**src/rtl/uart_param_core.sv**
```systemverilog
// Runtime-configurable UART core: baud divisor, parity, 1/2 stop bits, TX/RX word FIFOs, sticky errors.
// Optional feature macro: UART_LOOPBACK_EN (internal tx->rx path selected by the loopback port).
module uart_param_core #(
  parameter int D_BIT    = 8,
  parameter int DVSR_BIT = 11,
  parameter int FIFO_W   = 4
) (
  input  logic                clk,
  input  logic                reset,
  input  logic [DVSR_BIT-1:0] dvsr,
  input  logic [1:0]          par_mode,
  input  logic                stop2,
  input  logic                loopback,
  input  logic                wr_uart,
  input  logic [D_BIT-1:0]    w_data,
  input  logic                rd_uart,
  output logic [D_BIT-1:0]    r_data,
  output logic                tx_full,
  output logic                rx_empty,
  input  logic                rx,
  output logic                tx,
  output logic                tx_busy,
  input  logic                clr_err,
  output logic                parity_err,
  output logic                frame_err,
  output logic                overrun_err
);
  localparam int DEPTH = 2**FIFO_W;
  typedef enum logic [2:0] {IDLE, START, DATA, PARITY, STOP} state_t;

  logic [DVSR_BIT-1:0] baud_cnt, dvsr_m1;
  logic                tick;
  assign dvsr_m1 = dvsr - DVSR_BIT'(1);
  assign tick    = (dvsr != '0) && (baud_cnt == dvsr_m1);

  // A shrunk divisor below the current count wraps immediately instead of counting through the full range.
  always_ff @(posedge clk or negedge reset)
    if (!reset)                                 baud_cnt <= '0;
    else if (dvsr == '0 || baud_cnt >= dvsr_m1) baud_cnt <= '0;
    else                                        baud_cnt <= baud_cnt + DVSR_BIT'(1);

  logic [D_BIT-1:0]  tx_mem [DEPTH];
  logic [FIFO_W-1:0] txf_wp, txf_rp;
  logic [FIFO_W:0]   txf_cnt;
  logic              tx_empty, tx_push, tx_pop;
  assign tx_full  = txf_cnt == (FIFO_W+1)'(DEPTH);
  assign tx_empty = txf_cnt == '0;
  assign tx_push  = wr_uart && !tx_full;

  always_ff @(posedge clk) if (tx_push) tx_mem[txf_wp] <= w_data;

  always_ff @(posedge clk or negedge reset)
    if (!reset) begin
      txf_wp <= '0; txf_rp <= '0; txf_cnt <= '0;
    end else begin
      if (tx_push) txf_wp <= txf_wp + FIFO_W'(1);
      if (tx_pop)  txf_rp <= txf_rp + FIFO_W'(1);
      txf_cnt <= txf_cnt + (FIFO_W+1)'(tx_push) - (FIFO_W+1)'(tx_pop);
    end

  logic [D_BIT-1:0]  rx_mem [DEPTH];
  logic [FIFO_W-1:0] rxf_wp, rxf_rp;
  logic [FIFO_W:0]   rxf_cnt;
  logic              rx_full, rx_done, rx_push, rx_pop;
  logic [D_BIT-1:0]  rx_sh;
  assign rx_full  = rxf_cnt == (FIFO_W+1)'(DEPTH);
  assign rx_empty = rxf_cnt == '0;
  assign rx_push  = rx_done && !rx_full;
  assign rx_pop   = rd_uart && !rx_empty;
  assign r_data   = rx_mem[rxf_rp];

  always_ff @(posedge clk) if (rx_push) rx_mem[rxf_wp] <= rx_sh;

  always_ff @(posedge clk or negedge reset)
    if (!reset) begin
      rxf_wp <= '0; rxf_rp <= '0; rxf_cnt <= '0;
    end else begin
      if (rx_push) rxf_wp <= rxf_wp + FIFO_W'(1);
      if (rx_pop)  rxf_rp <= rxf_rp + FIFO_W'(1);
      rxf_cnt <= rxf_cnt + (FIFO_W+1)'(rx_push) - (FIFO_W+1)'(rx_pop);
    end

  logic rx_src, rx_q1, rx_s;
`ifdef UART_LOOPBACK_EN
  assign rx_src = loopback ? tx : rx;
`else
  logic unused_loopback;
  assign unused_loopback = loopback;
  assign rx_src = rx;
`endif

  always_ff @(posedge clk or negedge reset)
    if (!reset) begin
      rx_q1 <= 1'b1; rx_s <= 1'b1;
    end else begin
      rx_q1 <= rx_src; rx_s <= rx_q1;
    end

  state_t           tx_state, tx_state_n;
  logic [4:0]       tx_tc, tx_tc_n;
  logic [2:0]       tx_bc, tx_bc_n;
  logic [D_BIT-1:0] tx_sh, tx_sh_n;
  logic             tx_pen, tx_pen_n, tx_pbit, tx_pbit_n, tx_stop2, tx_stop2_n;

  always_ff @(posedge clk or negedge reset)
    if (!reset) begin
      tx_state <= IDLE; tx_tc <= '0; tx_bc <= '0; tx_sh <= '0;
      tx_pen <= 1'b0; tx_pbit <= 1'b0; tx_stop2 <= 1'b0;
    end else begin
      tx_state <= tx_state_n; tx_tc <= tx_tc_n; tx_bc <= tx_bc_n; tx_sh <= tx_sh_n;
      tx_pen <= tx_pen_n; tx_pbit <= tx_pbit_n; tx_stop2 <= tx_stop2_n;
    end

  // Leaving IDLE is aligned to a tick so every bit, including the start bit, lasts exactly 16 ticks.
  always_comb begin
    tx_state_n = tx_state; tx_tc_n = tx_tc; tx_bc_n = tx_bc; tx_sh_n = tx_sh;
    tx_pen_n = tx_pen; tx_pbit_n = tx_pbit; tx_stop2_n = tx_stop2;
    tx_pop = 1'b0;
    if (tick) begin
      case (tx_state)
        IDLE:   tx_pop = !tx_empty;
        START:  if (tx_tc == 5'd15) begin
                  tx_state_n = DATA; tx_tc_n = '0; tx_bc_n = '0;
                end else tx_tc_n = tx_tc + 5'd1;
        DATA:   if (tx_tc == 5'd15) begin
                  tx_tc_n = '0;
                  tx_sh_n = tx_sh >> 1;
                  if (tx_bc == 3'(D_BIT-1)) tx_state_n = tx_pen ? PARITY : STOP;
                  else                      tx_bc_n = tx_bc + 3'd1;
                end else tx_tc_n = tx_tc + 5'd1;
        PARITY: if (tx_tc == 5'd15) begin
                  tx_state_n = STOP; tx_tc_n = '0;
                end else tx_tc_n = tx_tc + 5'd1;
        STOP:   if (tx_tc == (tx_stop2 ? 5'd31 : 5'd15)) begin
                  tx_state_n = IDLE; tx_tc_n = '0; tx_pop = !tx_empty;
                end else tx_tc_n = tx_tc + 5'd1;
        default: tx_state_n = IDLE;
      endcase
      if (tx_pop) begin
        tx_state_n = START; tx_tc_n = '0;
        tx_sh_n    = tx_mem[txf_rp];
        tx_pen_n   = par_mode[0] ^ par_mode[1];
        tx_pbit_n  = (^tx_mem[txf_rp]) ^ (par_mode == 2'b10);
        tx_stop2_n = stop2;
      end
    end
  end

  always_comb begin
    tx      = 1'b1;
    tx_busy = tx_state != IDLE;
    case (tx_state)
      START:   tx = 1'b0;
      DATA:    tx = tx_sh[0];
      PARITY:  tx = tx_pbit;
      default: tx = 1'b1;
    endcase
  end

  state_t           rx_state, rx_state_n;
  logic [4:0]       rx_tc, rx_tc_n;
  logic [2:0]       rx_bc, rx_bc_n;
  logic [D_BIT-1:0] rx_sh_n;
  logic             rx_pen, rx_pen_n, rx_podd, rx_podd_n, rx_stop2, rx_stop2_n;
  logic             rx_pbad, rx_pbad_n, rx_fbad, rx_fbad_n, rx_ferr_now;

  always_ff @(posedge clk or negedge reset)
    if (!reset) begin
      rx_state <= IDLE; rx_tc <= '0; rx_bc <= '0; rx_sh <= '0;
      rx_pen <= 1'b0; rx_podd <= 1'b0; rx_stop2 <= 1'b0; rx_pbad <= 1'b0; rx_fbad <= 1'b0;
    end else begin
      rx_state <= rx_state_n; rx_tc <= rx_tc_n; rx_bc <= rx_bc_n; rx_sh <= rx_sh_n;
      rx_pen <= rx_pen_n; rx_podd <= rx_podd_n; rx_stop2 <= rx_stop2_n;
      rx_pbad <= rx_pbad_n; rx_fbad <= rx_fbad_n;
    end

  // Start bit is confirmed at its midpoint; every later bit is sampled 16 ticks after the previous one.
  always_comb begin
    rx_state_n = rx_state; rx_tc_n = rx_tc; rx_bc_n = rx_bc; rx_sh_n = rx_sh;
    rx_pen_n = rx_pen; rx_podd_n = rx_podd; rx_stop2_n = rx_stop2;
    rx_pbad_n = rx_pbad; rx_fbad_n = rx_fbad;
    if (tick) begin
      case (rx_state)
        IDLE:   if (!rx_s) begin
                  rx_state_n = START; rx_tc_n = '0;
                end
        START:  if (rx_tc == 5'd7) begin
                  if (rx_s) rx_state_n = IDLE;
                  else begin
                    rx_state_n = DATA; rx_tc_n = '0; rx_bc_n = '0;
                    rx_pen_n   = par_mode[0] ^ par_mode[1];
                    rx_podd_n  = par_mode == 2'b10;
                    rx_stop2_n = stop2;
                    rx_pbad_n  = 1'b0; rx_fbad_n = 1'b0;
                  end
                end else rx_tc_n = rx_tc + 5'd1;
        DATA:   if (rx_tc == 5'd15) begin
                  rx_tc_n = '0;
                  rx_sh_n = {rx_s, rx_sh[D_BIT-1:1]};
                  if (rx_bc == 3'(D_BIT-1)) rx_state_n = rx_pen ? PARITY : STOP;
                  else                      rx_bc_n = rx_bc + 3'd1;
                end else rx_tc_n = rx_tc + 5'd1;
        PARITY: if (rx_tc == 5'd15) begin
                  rx_pbad_n  = ((^rx_sh) ^ rx_s) != rx_podd;
                  rx_state_n = STOP; rx_tc_n = '0;
                end else rx_tc_n = rx_tc + 5'd1;
        STOP:   if (rx_tc == (rx_stop2 ? 5'd31 : 5'd15)) begin
                  rx_state_n = IDLE; rx_tc_n = '0;
                end else begin
                  if (rx_tc == 5'd15) rx_fbad_n = !rx_s;
                  rx_tc_n = rx_tc + 5'd1;
                end
        default: rx_state_n = IDLE;
      endcase
    end
  end

  always_comb begin
    rx_done     = 1'b0;
    rx_ferr_now = 1'b0;
    if (tick && rx_state == STOP && rx_tc == (rx_stop2 ? 5'd31 : 5'd15)) begin
      rx_done     = 1'b1;
      rx_ferr_now = rx_stop2 ? rx_fbad : !rx_s;
    end
  end

  // Setting wins over a simultaneous clear so no error event is lost.
  always_ff @(posedge clk or negedge reset)
    if (!reset) begin
      parity_err <= 1'b0; frame_err <= 1'b0; overrun_err <= 1'b0;
    end else begin
      if (rx_done && rx_pbad)       parity_err <= 1'b1;
      else if (clr_err)             parity_err <= 1'b0;
      if (rx_done && rx_ferr_now)   frame_err <= 1'b1;
      else if (clr_err)             frame_err <= 1'b0;
      if (rx_done && rx_full)       overrun_err <= 1'b1;
      else if (clr_err)             overrun_err <= 1'b0;
    end
endmodule
```
**config.mk**
```make
export PLATFORM = sky130hd
export DESIGN_NAME = uart_param_core
export DESIGN_NICKNAME = d
export VERILOG_FILES = /design/src/rtl/uart_param_core.sv
export SDC_FILE = /design/constraint.sdc
export NUM_CORES = 1
export LEC_CHECK = 0
export BUFFER_PORTS_ARGS = -buffer_cell sky130_fd_sc_hd__buf_4
export CORE_AREA = 2 2 177 179
export DETAILED_ROUTE_END_ITERATION = 8
export DIE_AREA = 0 0 179 181
export PLACE_DENSITY = 0.77
export SLEW_MARGIN = 20
export SYNTH_ARGS = -nofsm -noshare
export SYNTH_HDL_FRONTEND = slang
export SYNTH_SLANG_ARGS = --single-unit
```
**constraint.sdc**
```tcl
create_clock -name clk -period 6.2 [get_ports clk]
set_clock_uncertainty 0.05 [all_clocks]
set_input_delay 1.24 -clock clk [delete_from_list [all_inputs] [get_ports clk]]
set_output_delay 1.24 -clock clk [all_outputs]
set_load 0.03 [all_outputs]
```
# Word level (Yosys, flattened, before mapping)
# Memories as Yosys holds them, arrays and structs flattened.
# Cells that the tools add are included.
[totals]
mem_count = 2
elab_cells = 201
input_bits = 29
out_inout_bits = 15
reg_bits = 88
ramBits = 256
[mem_list]
columns = ["name", "depth", "word_bits", "rd", "rd_ports_with_merged_regs", "wr", "line_no", "rtl"]
rows = [
  ["rx_mem", 16, 8, 1, 0, 1, "61", "logic [D_BIT-1:0] rx_mem [DEPTH];"],
  ["tx_mem", 16, 8, 1, 0, 1, "42", "logic [D_BIT-1:0] tx_mem [DEPTH];"],
]
[op_classes]
bitwise_logic = 4
n_eq_ne = 39
reduce_logical = 49
addsub = 14
n_mux = 64
order_cmp = 1
[op_table]
columns = ["cell", "n"]
rows = [
  ["two-way mux 3 bit", 21],
  ["two-way mux 5 bit", 9],
  ["case mux 3 bit (5 select lines)", 2],
  ["!= test 2 bit, second input constant", 14],
  ["two-way mux 8 bit", 3],
  ["case mux 5 bit (4 select lines)", 1],
  ["two-way mux 1 bit", 19],
  ["nonzero test 2 bit", 9],
  ["adder 4 x 1 -> 4 bit, second input constant", 4],
  ["XOR reduction 8 bit", 2],
  ["AND reduction 7 bit", 2],
  ["== test 3 x 2 -> 1 bit, second input constant", 4],
  ["== test 3 bit, second input constant", 4],
  ["!= test 3 x 2 -> 1 bit, second input constant", 4],
  ["case mux 3 bit (2 select lines)", 2],
  ["AND reduction 6 bit", 2],
  ["adder 11 x 1 -> 11 bit, second input constant", 1],
  ["== test 11 bit", 1],
  [">= comparator 11 bit", 1],
  ["logical NOT 11 bit", 1],
  ["two-way mux 11 bit", 1],
  ["nonzero test 11 bit", 1],
  ["subtractor 11 x 1 -> 11 bit, second input constant", 1],
  ["adder 5 x 1 -> 5 bit", 2],
  ["other kinds (30)", 60],
]

# Longest topological paths before layout
[logic_depth]
depth_word = 9
ltp_mapped = 23
depth_no_buf = 22

# Worst setup path before layout
# No wires, ideal clock.
[synth_timing]
kind = "input to register"
startpoint = "in dvsr[2]"
endpoint = "reg rxf_cnt[4]"
path_buffers = 1
path_stages = 22
path_slack_ps = 772
arrival_time_ps = 5253
required_time_ps = 6025
path_cell_list = "or3_1 -> or3b_4 -> or3_4 -> xor2_1 -> ha_1 -> nand4_1 -> nor3_1 -> o21ai_2 -> or3_4 -> nor2b_2 -> buf_6 -> clkinv_4 -> ha_1 -> inv_1 -> ha_1 -> inv_1 -> fa_1 -> inv_1 -> a21oi_1 -> nor2_1 -> nor2_1 -> xnor2_1"
[synth_between]
elab_chain_cells = 9
elab_cells_between_ends = 10
classes_between = "3 x add/sub; 1 x eq/ne; 1 x mux; 5 x reduce/logical"
[synth_rtl]
columns = ["element", "line_no", "rtl"]
rows = [
  ["start, declared", "10", "input logic [DVSR_BIT-1:0] dvsr,"],
  ["subtractor 11 x 1 -> 11 bit", "33", "assign dvsr_m1 = dvsr - DVSR_BIT'(1);"],
  ["== test 11 bit", "34", "assign tick = (dvsr != '0) && (baud_cnt == dvsr_m1);"],
  ["logical AND 1 bit (*)", "34", ""],
  ["logical AND 1 bit (*) (2 in a row)", "221", "if (tick && rx_state == STOP && rx_tc == (rx_stop2 ? 5'd31 : 5'd15)) begin"],
  ["two-way mux 1 bit (*)", "221", ""],
  ["logical AND 1 bit (*)", "68", "assign rx_push = rx_done && !rx_full;"],
  ["adder 5 x 1 -> 5 bit (*)", "80", "rxf_cnt <= rxf_cnt + (FIFO_W+1)'(rx_push) - (FIFO_W+1)'(rx_pop);"],
  ["subtractor 5 x 1 -> 5 bit (*)", "80", ""],
  ["end signal, assigned", "80", ""],
  ["end, declared", "63", "logic [FIFO_W:0] rxf_cnt;"],
]
# Every way passes the cells marked *; elsewhere a longest branch is shown, timed or not.
# A chain may end at the register's enable or synchronous reset.

# Worst setup path after layout
# Ends and elaborated chain as after synthesis.

==> summary.txt <==
# diodes - 0
Antenna Violating Nets Remaining - 0
initial antenna violation count - 0
startpoint types - input pin
commonest non-fill, non-tap cell in the layout - edfxtp_1
Post-synth EDFFs - 256
Worst Hold Class - reg2reg
Compound-Gate Fraction of Synth Area - 4.161%
Total GRT Usage - 17.98%
Post-Route WL - 27,910 um
ys async rst share - 25.58%
H-tree depth - 2
worst path cell trace - buf_4 > or3_1 > or3b_4 > or3_1 > xor2_1 > ha_1 > nand3_1 > nor3_1 > o21ai_2 > or3_4 > nor2b_2 > clkinv_4 > ha_1 > inv_1 > ha_1 > inv_1 > fa_1 > inv_1 > a21oi_1 > nor2_1 > nor2_1 > xnor2_1
Via density - 5.571
final setup violation count - 0
xor-xnor portion of the synthesized cell area - 3.379%
final hold violations - 0
fraction of layout cells with a size suffix above 1 - 21.00%
synthesized area - 0.01503 mm^2
synth unique cells - 60
Die ar. - 0.03240 mm^2
CP max stage delay - 0.45 ns
Post-CTS Setup Bufs - 0
Arr. time, crit path - 5.75 ns
Clk Tree Root Cell - clkbuf_16
Worst VDD drop - 317.8 uV
Crit. End Element - flip-flop
Initial DRT Pass Iterations - 5
status - complete, no violations
pin count of the biggest net entering global routing - 81
Final Non-Filler Cells - 1,439
Critical Path Fanout Max - 7
worst-margin pin slew - 1.040 ns
Synth Area in Simple Gates - 7.473%
clk_lat worst skew - 0.52 ns
hold bufs inserted after CTS - 0
top_reg_cell synth - edfxtp_1
Static Leakage - 6.551 nW
Mapped Nets - 1,035
Worst-path clk slew - 0.06 ns
DRC - 0
# fillers - 2,329
max-slew violations - 0
sequential element share of the synthesized area - 65.80%
first-pass GRT wire length - 44,970 um
gr ovfl total - 0
Total Neg Setup Slack - 0 ns
cts repair resizes - 0
synthesized flop and latch total - 344
CP max stage cell - or3_4
TritonCTS buffer count - 36
mux contribution to synthesized area - 12.62%
leading cell types in the layout, fill and taps excluded - edfxtp_1, dfrtp_1, mux4_2
Setup Crit Path Kind - in2reg
nets - 1,093
area of the core - 0.03035 mm^2
clock tree sinks - 344
PwrDens - 338.4 mW/mm^2
Rows - 64
GPL Wtd Cong - 0.8083
unrepaired setup endpoints after global routing - false
initial drt markers - 632
yosys warns - 0
Synth Area in Adders - 4.095%
PortBufs - 42
Mapped Cells - 958
placed cell count - 1,374
largest family of logic cells by synthesized area - multiplexers
vias in the first global route - 8,162
IO Pins - 44
Wirelength per Cell - 19.39 um
Die X-Extent - 179 um
HPWL Detailed - 18,240 um
Vias - 8,017
final period utilization - 87.41%
max_slew headroom - 30.69%
CP delay by family, top - simple AND/OR/NAND/NOR gates
syn_area_per_cell - 15.69 um^2
Area growth syn-to-layout - 12.38%
post-layout minimum cycle time - 5.419 ns
starting density of the core - 49.54%
Clock Tree Buf Depth - 3
CTS tree - done
Worst Path Required - 6.53 ns
number of max-cap violations - 0
Buf+Inv Stages, Crit Path - 5
Max Fclk - 184.5 MHz
PnR Total Power - 5.718 mW
Die Ht - 181 um
-- worst register-to-register path: stages, from the launching register on --
cell and delay [ns]:
dfrtp_1 0.39, ha_1 0.21, nand3_1 0.12, inv_1 0.09, nand2_1 0.12, a21oi_1 0.85, nand2_1 0.44, inv_1 0.34
ha_1 0.17, inv_1 0.04, ha_1 0.20, fa_1 0.42, a21oi_1 0.14, nor2_1 0.06, nor2_1 0.13, xnor2_1 0.13
-- cell families (layout without fill, tap and decap cells) --
logic type | count (synthesis) | after routing
multiplexers | 93 | 93
flip-flops | 344 | 344
AND/OR/NAND/NOR | 225 | 225
AO/OA/AOI/OAI | 102 | 102
buffers and inverters | 88 | 173
XOR/XNOR | 58 | 58
adder cells (fa/ha/maj) | 48 | 48
-- power by group --
| group | switching, mW | internal (mW) |
|---|---|---|
| Sequential | 0.236 | 2.65 |
| Clock | 0.844 | 1.12 |
| Combinational | 0.418 | 0.441 |
-- registers in the layout, indices dropped and copies added (netlist names), 3 cells and up --
| name | cells |
|---|---|
| txf_wp | 4 |
| rxf_rp | 4 |
| rx_tc | 5 |
| txf_rp | 4 |
| rx_bc | 3 |
| tx_mem | 128 |
| baud_cnt | 11 |
| rx_sh | 8 |
| rxf_cnt | 5 |
| tx_state | 3 |
| tx_bc | 3 |
| txf_cnt | 5 |
| rxf_wp | 4 |
| rx_state | 3 |
| tx_tc | 5 |
| tx_sh | 8 |
| rx_mem | 128 |
-- worst paths after layout --
| path | depth (start not counted) | slack [ns] | endpoint | from |
|---|---|---|---|---|
| max reg2reg | 15 | 2.23 | txf_cnt[4] | tx_tc[0] |
| max | 22 | 0.78 | rxf_cnt[4] | dvsr[2] |
| min in group asynchronous | 1 | 0.50 | rxf_rp[3] | reset |
| max in group asynchronous | 2 | 4.60 | txf_rp[0] | reset |
| min reg2reg | 0 | 0.30 | rx_s | rx_q1 |
| min | 0 | 0.30 | rx_s | rx_q1 |
-- metrics by stage --
step / hold slack [ns] / util (%) / setup WS [ns] / instance area [um^2]
6_report: 0.3048 / 55.67 / 0.7808 / 16900
5_1_grt: 0.3135 / 55.67 / 0.4519 / 16900
4_1_cts: 0.3053 / 55.66 / 0.7867 / 16890
3_5_place_dp: 0.2968 / 52.07 / 0.2810 / 15800
3_3_place_gp: 0.2966 / 52.07 / 0.3649 / 15800
2_1_floorplan: 0.2952 / - / 0.7720 / 15030
-- Yosys cell counts (5+ instances only) --
cell type / number / area share [%]
nor3_1: 6 / 0.20
a22oi_1: 9 / 0.45
buf_1: 10 / 0.25
a21oi_1: 26 / 0.87
clkbuf_1: 22 / 0.55
mux2_2: 13 / 0.97
o21ai_0: 30 / 1.0
xor2_1: 13 / 0.76
dfrtp_1: 86 / 14
inv_1: 46 / 1.1
ha_1: 46 / 3.8
nand2_1: 73 / 1.8
edfxtp_1: 256 / 51
and2_1: 18 / 0.75
xnor2_1: 45 / 2.6
nor2_1: 53 / 1.3
o22ai_1: 5 / 0.21
mux4_2: 76 / 11
nand4_1: 6 / 0.25
or3_1: 7 / 0.29
nand2b_1: 8 / 0.33
nand3_1: 13 / 0.43
nor2b_1: 9 / 0.37
buf_4: 5 / 0.25
a21o_1: 9 / 0.45
nor4_1: 12 / 0.50
-- layout make-up --
class                           count  area (um^2)  share of cell area, %
Clock inverter                     17        102.6                 0.6073
Clock buffer                       48        985.9                  5.836
Tap cell                          396        495.5                  2.933
Multi-Input combinational cell    526         4772                  28.25
Sequential cell                   344         9896                  58.57
Inverter                           47        181.4                  1.074
Timing Repair Buffer               61        461.7                  2.733
-- metal layers --
layer  track usage, %  share of wire (%)  up-vias
met1            23.88                 43     4087
met5                0                  0        -
met3            2.736                3.5       30
met4            3.870                1.4        0
li1                 -                  -     3738
met2            31.31                 52      162
Power figures use the tool's default switching activity.
